**src/rtl/tau_gemm_stream.sv**
```systemverilog
// tau_gemm_stream: streaming bit-serial outer-product accumulator.
// A ROWS x COLS grid of unsigned accumulators is updated one operand beat
// (A column, B row) at a time; each beat is consumed over WIDTH cycles,
// one bit of B per cycle, adding the shifted A element wherever that bit is set.
//
// state     | meaning
// ----------+-----------------------------------------------------------
// S_IDLE    | waiting for a command; cmd_ready high
// S_LOAD    | waiting for the next operand beat; op_ready high
// S_COMPUTE | bit-serial accumulation of the latched beat, WIDTH cycles
// S_DRAIN   | result held on out_acc; out_valid high until consumed
module tau_gemm_stream #(
  parameter int ROWS     = 4,
  parameter int COLS     = 4,
  parameter int WIDTH    = 8,
  parameter int MAX_K    = 16,
  parameter int ACC_BITS = 2*WIDTH + $clog2(MAX_K) + 1
) (
  input  logic                          clk,
  input  logic                          reset,
  input  logic                          cmd_valid,
  output logic                          cmd_ready,
  input  logic [$clog2(MAX_K):0]        cmd_k_len,
  input  logic                          cmd_accumulate,
  input  logic                          op_valid,
  output logic                          op_ready,
  input  logic [ROWS*WIDTH-1:0]         op_a,
  input  logic [COLS*WIDTH-1:0]         op_b,
  output logic                          out_valid,
  input  logic                          out_ready,
  output logic [ROWS*COLS*ACC_BITS-1:0] out_acc,
  output logic                          busy
);

  localparam int KW   = $clog2(MAX_K) + 1;
  localparam int CW   = (WIDTH > 1) ? $clog2(WIDTH) : 1;
  localparam int NACC = ROWS * COLS;

  typedef enum logic [1:0] {
    S_IDLE    = 2'd0,
    S_LOAD    = 2'd1,
    S_COMPUTE = 2'd2,
    S_DRAIN   = 2'd3
  } state_t;

  state_t                   state_q, state_d;
  logic [KW-1:0]            k_q, k_d;
  logic [KW-1:0]            step_q, step_d;
  logic [CW-1:0]            bit_q, bit_d;
  logic [ROWS*WIDTH-1:0]    a_q, a_d;
  logic [COLS*WIDTH-1:0]    b_q, b_d;
  logic [NACC*ACC_BITS-1:0] acc_q, acc_d;
  logic                     cmd_ready_q, cmd_ready_d;
  logic                     op_ready_q, op_ready_d;
  logic                     out_valid_q, out_valid_d;
  logic                     busy_q, busy_d;

  logic                     cmd_fire;
  logic                     op_fire;
  logic                     out_fire;
  logic                     last_bit;
  logic                     last_step;
  logic [KW-1:0]            k_clamped;

  // The ready/valid flags are registered copies of the state decode, so the
  // handshake qualifiers below are equivalent to testing state_q directly.
  assign cmd_fire  = cmd_valid & cmd_ready_q;
  assign op_fire   = op_valid & op_ready_q;
  assign out_fire  = out_ready & out_valid_q;
  assign last_bit  = (bit_q == CW'(WIDTH - 1));
  assign last_step = (step_q == (k_q - KW'(1)));
  assign k_clamped = (cmd_k_len > KW'(MAX_K)) ? KW'(MAX_K) : cmd_k_len;

  // Per-cell addend for the current bit: the A element shifted by the bit
  // index, gated by the matching bit of the B element.
  logic [ACC_BITS-1:0] a_shift [ROWS];
  logic [COLS-1:0]     b_bit;

  for (genvar gi = 0; gi < ROWS; gi++) begin : g_row
    logic [WIDTH-1:0] a_elem;
    assign a_elem      = a_q[gi*WIDTH +: WIDTH];
    assign a_shift[gi] = {{(ACC_BITS-WIDTH){1'b0}}, a_elem} << bit_q;
  end

  for (genvar gj = 0; gj < COLS; gj++) begin : g_col
    logic [WIDTH-1:0] b_elem;
    assign b_elem    = b_q[gj*WIDTH +: WIDTH];
    assign b_bit[gj] = b_elem[bit_q];
  end

  // Next-state, counter and operand-latch logic.
  always_comb begin
    state_d = state_q;
    k_d     = k_q;
    step_d  = step_q;
    bit_d   = bit_q;
    a_d     = a_q;
    b_d     = b_q;
    unique case (state_q)
      S_IDLE: begin
        if (cmd_fire) begin
          k_d     = k_clamped;
          step_d  = '0;
          state_d = (k_clamped == '0) ? S_DRAIN : S_LOAD;
        end
      end
      S_LOAD: begin
        if (op_fire) begin
          a_d     = op_a;
          b_d     = op_b;
          bit_d   = '0;
          state_d = S_COMPUTE;
        end
      end
      S_COMPUTE: begin
        if (last_bit) begin
          if (last_step) begin
            state_d = S_DRAIN;
          end else begin
            step_d  = step_q + KW'(1);
            state_d = S_LOAD;
          end
        end else begin
          bit_d = bit_q + CW'(1);
        end
      end
      S_DRAIN: begin
        if (out_fire) begin
          state_d = S_IDLE;
        end
      end
      default: state_d = S_IDLE;
    endcase
  end

  // Accumulator update: clear on a non-accumulating command, otherwise add
  // one bit-plane per COMPUTE cycle; sums wrap modulo 2^ACC_BITS.
  always_comb begin
    acc_d = acc_q;
    if (cmd_fire && !cmd_accumulate) begin
      acc_d = '0;
    end else if (state_q == S_COMPUTE) begin
      for (int i = 0; i < ROWS; i++) begin
        for (int j = 0; j < COLS; j++) begin
          if (b_bit[j]) begin
            acc_d[(i*COLS+j)*ACC_BITS +: ACC_BITS] =
              acc_q[(i*COLS+j)*ACC_BITS +: ACC_BITS] + a_shift[i];
          end
        end
      end
    end
  end

  // Output flags are decoded from the next state so they are registered.
  always_comb begin
    cmd_ready_d = (state_d == S_IDLE);
    op_ready_d  = (state_d == S_LOAD);
    out_valid_d = (state_d == S_DRAIN);
    busy_d      = (state_d != S_IDLE);
  end

  // State, datapath and registered-output flops with synchronous reset.
  always_ff @(posedge clk) begin
    if (reset) begin
      state_q     <= S_IDLE;
      k_q         <= '0;
      step_q      <= '0;
      bit_q       <= '0;
      a_q         <= '0;
      b_q         <= '0;
      acc_q       <= '0;
      cmd_ready_q <= 1'b1;
      op_ready_q  <= 1'b0;
      out_valid_q <= 1'b0;
      busy_q      <= 1'b0;
    end else begin
      state_q     <= state_d;
      k_q         <= k_d;
      step_q      <= step_d;
      bit_q       <= bit_d;
      a_q         <= a_d;
      b_q         <= b_d;
      acc_q       <= acc_d;
      cmd_ready_q <= cmd_ready_d;
      op_ready_q  <= op_ready_d;
      out_valid_q <= out_valid_d;
      busy_q      <= busy_d;
    end
  end

  assign cmd_ready = cmd_ready_q;
  assign op_ready  = op_ready_q;
  assign out_valid = out_valid_q;
  assign busy      = busy_q;
  assign out_acc   = acc_q;

endmodule

```
**config.mk**
```make
export PLATFORM = sky130hd
export DESIGN_NAME = tau_gemm_stream
export DESIGN_NICKNAME = d
export VERILOG_FILES = /design/src/rtl/tau_gemm_stream.sv
export SDC_FILE = /design/constraint.sdc
export NUM_CORES = 1
export LEC_CHECK = 0
export CORE_MARGIN = 3
export CORE_UTILIZATION = 55
export CTS_CLUSTER_DIAMETER = 120
export CTS_CLUSTER_SIZE = 12
export DETAILED_ROUTE_END_ITERATION = 16
export PLACE_DENSITY = 0.81
export SYNTH_ARGS = -nofsm -noshare
export SYNTH_HDL_FRONTEND = slang
export SYNTH_SLANG_ARGS = --single-unit
```
**constraint.sdc**
```tcl
create_clock -name clk -period 12.5 [get_ports clk]
set_clock_uncertainty 0.2 [all_clocks]
set_input_delay 3.75 -clock clk [delete_from_list [all_inputs] [get_ports clk]]
set_output_delay 3.75 -clock clk [all_outputs]
set_load 0.01 [all_outputs]
```
==> metrics.md, run 1 <==
| Metric | Value |
|---|---|
| Total iterations of the first detailed-routing run | 6 |
| Sw power | 0.0006233 W |
| Combinational share of power | 5.7% |
| TritonCTS clock tree | done |
| YS warnings | 0 |
| Longest Clk Path Bufs | 3 |
| Internal | 0.001974 W |
| FP Rows | 81 |
| Layout cells sized above 1 | 5.105% |
| Die Wd | about 230 µm |
| Largest net degree at the start of global routing | around 220 |
| Total wire length | between 90000 and 100000 µm |
| Initial detailed-routing violation count | 2585 |
| Max-cap violations | 0 |
| Layout Nets | ~4.1k |
| All-Layer GR Usage | between 30% and 40% |
| Slew Viols, Final | 0 |
| Mapped Nets | 3837 |
| Post-synthesis async set-or-reset flop share | 0% |
| # hold bufs at CTS | 0 |
| Congestion Overflow GR | 0 |
| IO Port Bufs | between 400 and 500 |
| Seq pwr share | a little over half |
| Post-synth EDFFs | 0 |
| Die Y-Extent | 230.7 µm |
| Vias in the first global route | 25.75k |
| First-pass GRT wire length | 139900 µm |
| Worst Setup End Kind | flop |
| Fmax | 0.1546 GHz |
| Via count | around 28k |
| Final setup margin | 6.032 ns |
| Relative slew slack | 12.63% |
| Critical path class | in -> reg |
| Worst Setup SP | cmd_valid |
| Final Power | 0.002598 W |
| Period utilization | 51.75% |
| Synthesized area per cell | 7.824 µm² |
| Post-route ant nets | 0 |
| Fraction of power consumed by the clock network | 42.3% |
| R2R Path Start | bit_q[1]$_SDFFE_PP0P_ |
| Die ar. | ~53000 µm² |
| Routed vias/inst | slightly above 6 |
| Leakage power | 12.74 nW |
| Final hold violations | 0 |
| Status | finished, final reports clean |
| Post-cts sizing count | 0 |
| Startpoint Class | primary input |
| Total Neg Setup Slack | 0 ns |
| Clock Pin Slew Worst Setup and Hold Paths | about 0.060 ns |
| CP max stage delay | between 0.7 and 0.8 ns |
| Mapped Area | 27780 µm² |
| Clk_lat worst skew | 0.58 ns |
| Tmin final | 6.468 ns |
| Antenna violations before repair | 1 |
| Sink Count | 419 |
| FILL cells | between 4k and 5k |
| Drt wl/cell | 20.09 µm |
| RSZ-0062 raised after global routing | false |
| Worst Tran Pin Value | 1.302 ns |
| Worst hold stages | 2 |
| R2R depth | 14 |
| VDD IR max | 0.00006924 V |
| Crit-path max FO | 217 |
| Worst slack at placement | 5.417 ns |
| H-tree lvl count | 2 |
| Hold path startpoint | b_q[3]$_SDFFE_PP0P_ |
| Synth unique cells | 89 |
| Dpl hpwl | 66240 µm |
| Root cell of the clock tree | clkbuf_16 |
| CP cell instances | clkdlybuf4s50_1 > nand2_1 > nor2_2 > buf_4 > or2_4 > buf_12 > buf_4 > nor2_1 > a41o_1 |
| TritonCTS Buffers | 40 |
| Starting Density | 56.16% |
| Yosys reg bits | 419 |
| Gp weighted congestion | 0.9329 |
| Most used cell along the critical path | buf_4 |
| Postcts setup bufs | 0 |
| Seq/Total Area, Yosys | 30.20% |
| Hold slack | roughly 0.25 ns |
| Critical path required time | around 13 ns |
| Core Box Area | 49460 µm² |
| Power Density | 77.89 nW/µm² |
| Top FF cell, synth | dfxtp_1 |
| Mapped Cells | around 3.6k |
| Drc violations | 0 |
| CP max-delay cell | buf_4 |
| Hold Path Class | reg -> reg |
| I/O pin total | 415 |
| Final setup violation count | 0 |
| Sw Ratio | 23.99% |
| Area Overhead vs Synth | 20.07% |
| Crit path DAT | between 6 and 7 ns |
-- layout make-up --
| type | instances | area [µm²] | area share, % |
|---|---|---|---|
| clock buffers | 42 | 1030 | 3.088 |
| repair buffers | 446 | 4394 | 13.18 |
| multi-input cells | 2881 | 18440 | 55.28 |
| inverters | 71 | 266.5 | 0.7991 |
| flip-flops and latches | 419 | 8392 | 25.16 |
| diodes | 1 | 2.502 | 0.007503 |
| well taps | 664 | 830.8 | 2.491 |
-- per-stage QoR --
stage	instance area [µm²]	utilization [%]	cells
2_1_floorplan	27780	-	3550
3_3_place_gp	32320	65.35	4481
3_5_place_dp	32320	65.35	4481
4_1_cts	33350	67.43	4523
5_1_grt	33350	67.43	4524
6_report	33350	67.43	4524
-- power groups by stage --
stage / Combinational, W / Sequential, W / Clock, W
2_1_floorplan: 0.0000912 / 0.00138 / 0
3_3_place_gp: 0.000145 / 0.00138 / 0
3_5_place_dp: 0.000146 / 0.00138 / 0
4_1_cts: 0.000147 / 0.00135 / 0.00111
5_1_grt: 0.000160 / 0.00135 / 0.00116
6_report: 0.000148 / 0.00135 / 0.00110
-- critical path, delay by kind of cell --
family          cells  cell delay [ns]
compound gates      1             0.27
buf+inv             4             2.20
simple gates        4             0.45
-- cell usage in the layout, fill, tap and decap left out, drive strengths merged, types with 28 or more instances in the layout --
master / n
and2: 38
ha: 212
nand2: 566
nor3: 75
a21oi: 419
clkbuf: 42
mux2i: 50
xor2: 78
and3: 40
inv: 71
o21ai: 208
nand3: 161
dfxtp: 419
buf: 33
clkdlybuf4s50: 413
nor2: 185
a31oi: 48
xnor2: 118
a21o: 85
nand4: 28
or3: 104
-- final timing paths --
path                                                  to  slack (ns)
worst max register to register  out_acc[37]$_SDFFE_PP0P_        7.31
worst min-delay path                 b_q[3]$_SDFFE_PP0P_        0.25
worst max-delay path            out_acc[79]$_SDFFE_PP0P_        6.03
worst min register to register       b_q[3]$_SDFFE_PP0P_        0.25
-- sequential cells by signal (all words and copies together), names as in the netlist, 2 cells and up --
register  flops
bit_q         3
a_q          32
b_q          32
state_q       2
out_acc     336
k_q           5
step_q        5
-- layer usage --
| metal | vias to the layer above | GRT usage [%] | share of wire (%) |
|---|---|---|---|
| li1 | 13527 | - | - |
| met1 | 13077 | 40.85 | 40 |
| met2 | 1191 | 53.79 | 46 |
| met3 | 229 | 5.639 | 8.5 |
| met4 | 0 | 16.77 | 5.7 |
| met5 | - | 0 | 0 |
-- cell usage after synthesis, drive strengths merged, types with 28 or more instances --
cell type / instances / area share, %
xor2: 78 / 2.5
a31oi: 48 / 1.1
nand2: 566 / 7.6
nor2: 185 / 2.5
dfxtp: 419 / 30
ha: 212 / 9.5
nor3: 75 / 1.4
nand3: 161 / 2.9
a21oi: 419 / 7.5
a21o: 85 / 2.3
or3: 104 / 2.3
o21ai: 208 / 3.7
and3: 40 / 0.90
buf: 54 / 0.94
xnor2: 118 / 3.7
inv: 71 / 0.96
nand4: 28 / 0.63
clkbuf: 125 / 1.7
and2: 38 / 0.86
mux2i: 50 / 1.8
-- logic make-up (layout without fill, tap and decap cells) --
logic type | count (synthesis) | after routing | synth area share, %
flops | 419 | 419 | 30.20
compound gates | 1031 | 1031 | 23.20
fa+ha+maj | 238 | 238 | 10.52
buf+inv | 250 | 559 | 3.590
mux | 85 | 85 | 3.721
other cells | 0 | 1 | 0
simple gates | 1331 | 1331 | 22.59
xor+xnor | 196 | 196 | 6.180
(Power assumes the default switching activity.)
==> run 2: changes to the inputs <==
--- a/config.mk
+++ b/config.mk
@@ -6,11 +6,11 @@
 export NUM_CORES = 1
 export LEC_CHECK = 0
 export CORE_MARGIN = 3
-export CORE_UTILIZATION = 55
+export CORE_UTILIZATION = 50
 export CTS_CLUSTER_DIAMETER = 120
 export CTS_CLUSTER_SIZE = 12
 export DETAILED_ROUTE_END_ITERATION = 16
-export PLACE_DENSITY = 0.81
+export PLACE_DENSITY = 0.78
 export SYNTH_ARGS = -nofsm -noshare
 export SYNTH_HDL_FRONTEND = slang
 export SYNTH_SLANG_ARGS = --single-unit
==> constraint.sdc (replaced) <==
create_clock -name clk -period 5.4 [get_ports clk]
set_clock_uncertainty 0.2 [all_clocks]
set_input_delay 1.62 -clock clk [delete_from_list [all_inputs] [get_ports clk]]
set_output_delay 1.62 -clock clk [all_outputs]
set_load 0.01 [all_outputs]
==> run 2 against run 1 <==
Via count down 0.20%. Worst setup slack worse by 5.3 ns. First-iteration DRC count down 14%. Clock power up 130%. Power up 130%. Combinational power up 140%.
==> metrics.md, run 2 (synthesis gave the netlist of run 1 again) <==
| Metric | Value |
|---|---|
| Status | finished, final reports clean |
| IO Port Bufs | 414 (unchanged) |
| RSZ-0062 raised after global routing | false |
| Gp weighted congestion | 0.9373 (+0.47%) |
| Vias in the first global route | 25.82k (+0.26%) |
| Starting Density | 51.11% (-5.1 points) |
| FP Rows | 85 (+4.9%) |
| Hold Path Class | reg -> reg |
| Root cell of the clock tree | clkbuf_16 |
| Die ar. | 58410 µm² (+9.7%) |
| Final setup margin | 0.7213 ns (-5.310 ns) |
| Layout cells sized above 1 | 5.739% (+0.63 points) |
| VDD IR max | 0.0001806 V (+160%) |
| Critical path required time | 5.64 ns (-7.13 ns) |
| Routed vias/inst | 6.047 (-2.4%) |
| Max-cap violations | 0 (unchanged) |
| Via count | 27.97k (-0.20%) |
| # hold bufs at CTS | 0 (unchanged) |
| Period utilization | 86.64% |
| Dpl hpwl | 69540 µm (+5.0%) |
| Most used cell along the critical path | o21ai_0 |
| Total iterations of the first detailed-routing run | 6 (unchanged) |
| Congestion Overflow GR | 0 (unchanged) |
| Die Wd | 241.7 µm (+4.8%) |
| Drt wl/cell | 20.08 µm (about the same) |
| Layout Nets | 4173 (+0.65%) |
| Drc violations | 0 (unchanged) |
| Leakage power | 12.90 nW (+1.2%) |
| Postcts setup bufs | 0 (unchanged) |
| Clk_lat worst skew | 0.57 ns (about the same) |
| Post-cts sizing count | 0 (unchanged) |
| Worst Tran Pin Value | 1.320 ns (+0.01860 ns) |
| Worst slack at placement | 0.8399 ns (-4.577 ns) |
| Power Density | 179.6 nW/µm² (+130%) |
| H-tree lvl count | 2 (unchanged) |
| Crit-path max FO | 25 (-88%) |
| Sw power | 0.001469 W (+140%) |
| TritonCTS Buffers | 40 (unchanged) |
| CP max stage delay | 0.89 ns (+0.13 ns) |
| CP cell instances | buf_4 > mux2i_1 > nand2_1 > o21ai_0 > o21ai_0 > ha_1 > and3_1 > a311oi_2 > o2111ai_1 > a31oi_1 > or3_1 > a21oi_1 |
| Total wire length | 92880 µm (+2.2%) |
| Longest Clk Path Bufs | 3 (unchanged) |
| Diode count | 0 (-1) |
| Final setup violation count | 0 (unchanged) |
| Internal | 0.004582 W (+130%) |
| Max reg flops | 336 (unchanged) |
| Seq pwr share | 51.6% (-0.4 points) |
| Fmax | roughly 0.21 GHz |
| CP delay by family, top | compound AO/OA/AOI/OAI gates |
| Clock Pin Slew Worst Setup and Hold Paths | 0.06 ns (about the same) |
| Sink Count | 419 (unchanged) |
| CP max-delay cell | o21ai_0 |
| Tmin final | 4.679 ns |
| Startpoint Class | flop |
| Slew Viols, Final | 0 (unchanged) |
| FILL cells | 4815 (+14%) |
| I/O pin total | 415 (unchanged) |
| Crit path DAT | 4.91 ns (-1.83 ns) |
| Most frequent cells in the layout | 562 x nand2_1, 418 x a21oi_1, 416 x dfxtp_1 |
| Post-route ant nets | 0 (unchanged) |
| Initial detailed-routing violation count | 2225 (-14%) |
| TritonCTS clock tree | done |
| Combinational share of power | 6.0% (+0.3 points) |
| Worst Setup End Kind | flop |
| All-Layer GR Usage | 30.15% (-2.4 points) |
| Die Y-Extent | 241.7 µm (+4.8%) |
| Final hold violations | 0 (unchanged) |
| Antenna violations before repair | 1 (unchanged) |
| First-pass GRT wire length | 142900 µm (+2.1%) |
| Final Power | 0.006051 W (+130%) |
| Crit path buf inv count | 1 (-3) |
| Largest net degree at the start of global routing | 84 (-61%) |
| Core Box Area | 54350 µm² (+9.9%) |
| Fraction of power consumed by the clock network | 42.4% (about the same) |
| Critical path class | reg -> reg |
| Relative slew slack | 11.05% (-1.6 points) |
| Sw Ratio | 24.27% (+0.28 points) |
| Total Neg Setup Slack | 0 ns (unchanged) |
| Area Overhead vs Synth | 21.26% |
| Most common cell after layout, fill and taps aside | nand2_1 |
## run 2: changes by cell type in the layout (fill, tap and decap cells not counted), sizes merged
cell	before	now
diode	1	0
buf	33	60
## run 2: worst paths after layout
kind	from	endpoint	slack, ns	cells after the start
max	bit_q[1]$_SDFFE_PP0P_	out_acc[205]$_SDFFE_PP0P_	0.72	12
min	b_q[31]$_SDFFE_PP0P_	b_q[31]$_SDFFE_PP0P_	0.25	2
max reg2reg	bit_q[1]$_SDFFE_PP0P_	out_acc[205]$_SDFFE_PP0P_	0.72	12
min reg2reg	b_q[31]$_SDFFE_PP0P_	b_q[31]$_SDFFE_PP0P_	0.25	2
## run 2: area by class of cell
| type | instances | area [µm²] | area share (%) |
|---|---|---|---|
| tap | 739 | 924.6 | 2.745 |
| sequential | 419 | 8392 | 24.92 |
| multi-input combinational | 2881 | 18430 | 54.73 |
| clock buffer | 42 | 1030 | 3.057 |
| timing repair buffer | 473 | 4634 | 13.76 |
| inverter | 71 | 266.5 | 0.7913 |
## run 2: routing by layer
metal / global-route usage (%) / up-vias / wire, µm
li1: - / 13571 / -
met5: 0 / - / 0
met2: 50.19 / 1087 / 42750
met3: 5.306 / 224 / 7456
met4: 15.77 / 0 / 5218
met1: 37.36 / 13087 / 37460
## run 2: metrics by stage
| step | instances | hold WS (ns) | area [µm²] | util, % |
|---|---|---|---|---|
| CTS | 4625 | 0.2516 | 33680 | 61.97 |
| detailed placement | 4583 | 0.2431 | 32650 | 60.08 |
| floorplan | 3550 | 0.2331 | 27780 | - |
| global route | 4625 | 0.2680 | 33680 | 61.97 |
| global placement | 4583 | 0.2419 | 32650 | 60.08 |
| finish | 4625 | 0.2535 | 33680 | 61.97 |
## run 2: power groups by stage
| stage | clock network, W | registers, W | logic, W |
|---|---|---|---|
| 3_5_place_dp | 0 | 0.00319 | 0.000355 |
| 3_3_place_gp | 0 | 0.00319 | 0.000352 |
| 4_1_cts | 0.00260 | 0.00312 | 0.000357 |
| 2_1_floorplan | 0 | 0.00319 | 0.000211 |
| 6_report | 0.00256 | 0.00312 | 0.000362 |
| 5_1_grt | 0.00270 | 0.00313 | 0.000387 |
## run 2: tightest hold or removal path: cells and delay by family (launching register included)
| family | cells | cell delay, ns |
|---|---|---|
| and+or+nand+nor | 1 | 0.05 |
| AOI/OAI and AO/OA | 1 | 0.05 |
| DFF | 1 | 0.31 |
==> run 3: changes to the inputs <==
--- a/config.mk
+++ b/config.mk
@@ -7,7 +7,6 @@
 export LEC_CHECK = 0
 export CORE_MARGIN = 3
 export CORE_UTILIZATION = 50
-export CTS_CLUSTER_DIAMETER = 120
 export CTS_CLUSTER_SIZE = 12
 export DETAILED_ROUTE_END_ITERATION = 16
 export PLACE_DENSITY = 0.78
==> run 3 against run 2 <==
Maximum frequency grew 1.2%. Worst setup slack improved by 0.055 ns. Sequential share of layout area fell by 0.47 points. Critical path type unchanged. Highest routed layer unchanged.
==> metrics.md, run 3 (synthesis gave the netlist of run 1 again) <==
| Metric | Value |
|---|---|
| Crit path DAT | 4.90 ns (about the same) |
| All-Layer GR Usage | 30.32% (+0.17 points) |
| Tmin final | 4.623 ns (-0.05547 ns) |
| Diode count | 0 (unchanged) |
| Sink Count | 419 (unchanged) |
| CP max-delay cell | o21ai_0 |
| Longest Clk Path Bufs | 3 (unchanged) |
| VDD IR max | 0.0002276 V (+26%) |
| Final Power | 0.006972 W (+15%) |
| Vias in the first global route | 25.93k (+0.42%) |
| Initial detailed-routing violation count | 2207 (-0.81%) |
| R2R setup slack | 0.78 ns (+0.06 ns) |
| First-pass GRT wire length | 143700 µm (+0.57%) |
| Total Neg Setup Slack | 0 ns (unchanged) |
| Most frequent cells in the layout | 562 x nand2_1, 418 x a21oi_1, 416 x dfxtp_1 |
| RSZ-0062 raised after global routing | false |
| Clock Pin Slew Worst Setup and Hold Paths | 0.06 ns (about the same) |
| Final setup margin | 0.7768 ns (+0.05547 ns) |
| Critical path required time | 5.68 ns (+0.04 ns) |
| Worst slack at placement | 0.8399 ns (unchanged) |
| Clk_lat worst skew | 0.61 ns (+0.04 ns) |
| H-tree lvl count | 2 (unchanged) |
| # hold bufs at CTS | 0 (unchanged) |
| Most common cell after layout, fill and taps aside | nand2_1 |
| Core Box Area | 54350 µm² (unchanged) |
| TritonCTS clock tree | done |
| Gp weighted congestion | 0.9373 (unchanged) |
| Max reg flops | 336 (unchanged) |
| FP Rows | 85 (unchanged) |
| Postcts setup bufs | 0 (unchanged) |
| Final setup violation count | 0 (unchanged) |
| Drc violations | 0 (unchanged) |
| Hold slack | 0.2529 ns (-0.0006150 ns) |
| Total wire length | 93250 µm (+0.40%) |
| Period utilization | 85.61% (-1.0 points) |
| Worst Tran Pin Value | 1.353 ns (+0.03294 ns) |
| Total iterations of the first detailed-routing run | 6 (unchanged) |
| Layout cells sized above 1 | 6.665% (+0.93 points) |
| CP delay by family, top | compound AO/OA/AOI/OAI gates |
| Final hold violations | 0 (unchanged) |
| I/O pin total | 415 (unchanged) |
| TritonCTS Buffers | 49 (+23%) |
| IO Port Bufs | 414 (unchanged) |
| Largest net degree at the start of global routing | 84 (unchanged) |
| Layout Nets | 4182 (+0.22%) |
| Leakage power | 13.22 nW (+2.5%) |
| Starting Density | 51.11% (unchanged) |
| Drt wl/cell | 19.97 µm (-0.57%) |
| FILL cells | 4743 (-1.5%) |
| Relative slew slack | 8.826% (-2.2 points) |
| Critical path class | reg -> reg |
| Area Overhead vs Synth | 23.59% |
| Worst Setup End Kind | flop |
| Die Y-Extent | 241.7 µm (unchanged) |
| Startpoint Class | flop |
| Max-cap violations | 0 (unchanged) |
| Most used cell along the critical path | o21ai_0 |
| Crit-path max FO | 25 (unchanged) |
| Die Wd | 241.7 µm (unchanged) |
| CP max stage delay | 0.86 ns (-0.03 ns) |
| Slew Viols, Final | 0 (unchanged) |
| Root cell of the clock tree | clkbuf_16 |
| Via count | 28.07k (+0.36%) |
| Crit path buf inv count | 1 (unchanged) |
| Status | finished, final reports clean |
| Dpl hpwl | 69540 µm (unchanged) |
| Hold Path Class | reg -> reg |
| Routed vias/inst | 6.011 (-0.60%) |
| CP cell instances | buf_4 > mux2i_1 > nand2_1 > o21ai_0 > o21ai_0 > ha_1 > and3_1 > a311oi_2 > o2111ai_1 > a31oi_1 > or3_1 > a21oi_1 |
| Congestion Overflow GR | 0 (unchanged) |
| Fmax | 0.2163 GHz (+1.2%) |
| Power Density | 203.1 nW/µm² (+13%) |
| Post-route ant nets | 0 (unchanged) |
| Die ar. | 58410 µm² (unchanged) |
| Post-cts sizing count | 0 (unchanged) |
| Antenna violations before repair | 0 (-1) |
## run 3: changes by cell type in the layout (fill, tap and decap cells not counted), sizes merged
cell	change
bufinv	+3
inv	+2
clkinvlp	+1
clkbuf	+32
clkinv	+7
## run 3: per-stage QoR
| step | instance area (µm²) | std cells | utilization, % |
|---|---|---|---|
| after global routing | 34330 | 4670 | 63.16 |
| after detailed placement | 32650 | 4583 | 60.08 |
| after CTS | 34330 | 4670 | 63.16 |
| after floorplan | 27780 | 3550 | - |
| after global placement | 32650 | 4583 | 60.08 |
| final | 34330 | 4670 | 63.16 |
## run 3: area by class of cell
type / count / area [µm²] / share of cell area, %
inverter: 71 / 266.5 / 0.7764
clock buffer: 74 / 1523 / 4.436
sequential: 419 / 8392 / 24.45
multi-input combinational: 2881 / 18430 / 53.70
clock inverter: 13 / 153.9 / 0.4483
timing repair buffer: 473 / 4634 / 13.50
tap: 739 / 924.6 / 2.694
## run 3: worst paths after layout
path	depth (start not counted)	endpoint	start
worst min-delay path	2	b_q[31]$_SDFFE_PP0P_	b_q[31]$_SDFFE_PP0P_
worst max-delay path	12	out_acc[205]$_SDFFE_PP0P_	bit_q[1]$_SDFFE_PP0P_
worst max register to register	12	out_acc[205]$_SDFFE_PP0P_	bit_q[1]$_SDFFE_PP0P_
worst min register to register	2	b_q[31]$_SDFFE_PP0P_	b_q[31]$_SDFFE_PP0P_
## run 3: routing by layer
layer  track usage (%)  vias up  wire [µm]  part of all wire [%]
met1             37.23    13122      37210                    40
met5                 0        -          0                     0
met4             17.15        0       5644                   6.1
met2             50.01     1080      42580                    46
li1                  -    13627          -                     -
met3             5.705      242       7819                   8.4
## run 3: worst reg2reg max path, delay by kind of cell, from the launching register on
kind / cells / cell delay [ns]
mux: 1 / 0.15
buf+inv: 1 / 0.39
compound gates: 6 / 2.19
simple gates: 3 / 0.46
flops: 1 / 0.67
fa+ha+maj: 1 / 0.44
## run 3: report_power, final
part / leakage [nW] / total, W / internal [W] / switching, W
registers: 3.38 / 0.00313 / 0.00311 / 0.0000180
logic: 9.01 / 0.000362 / 0.000138 / 0.000224
clock network: 0.831 / 0.00348 / 0.00208 / 0.00141
total: 13.2 / 0.00697 / 0.00533 / 0.00165
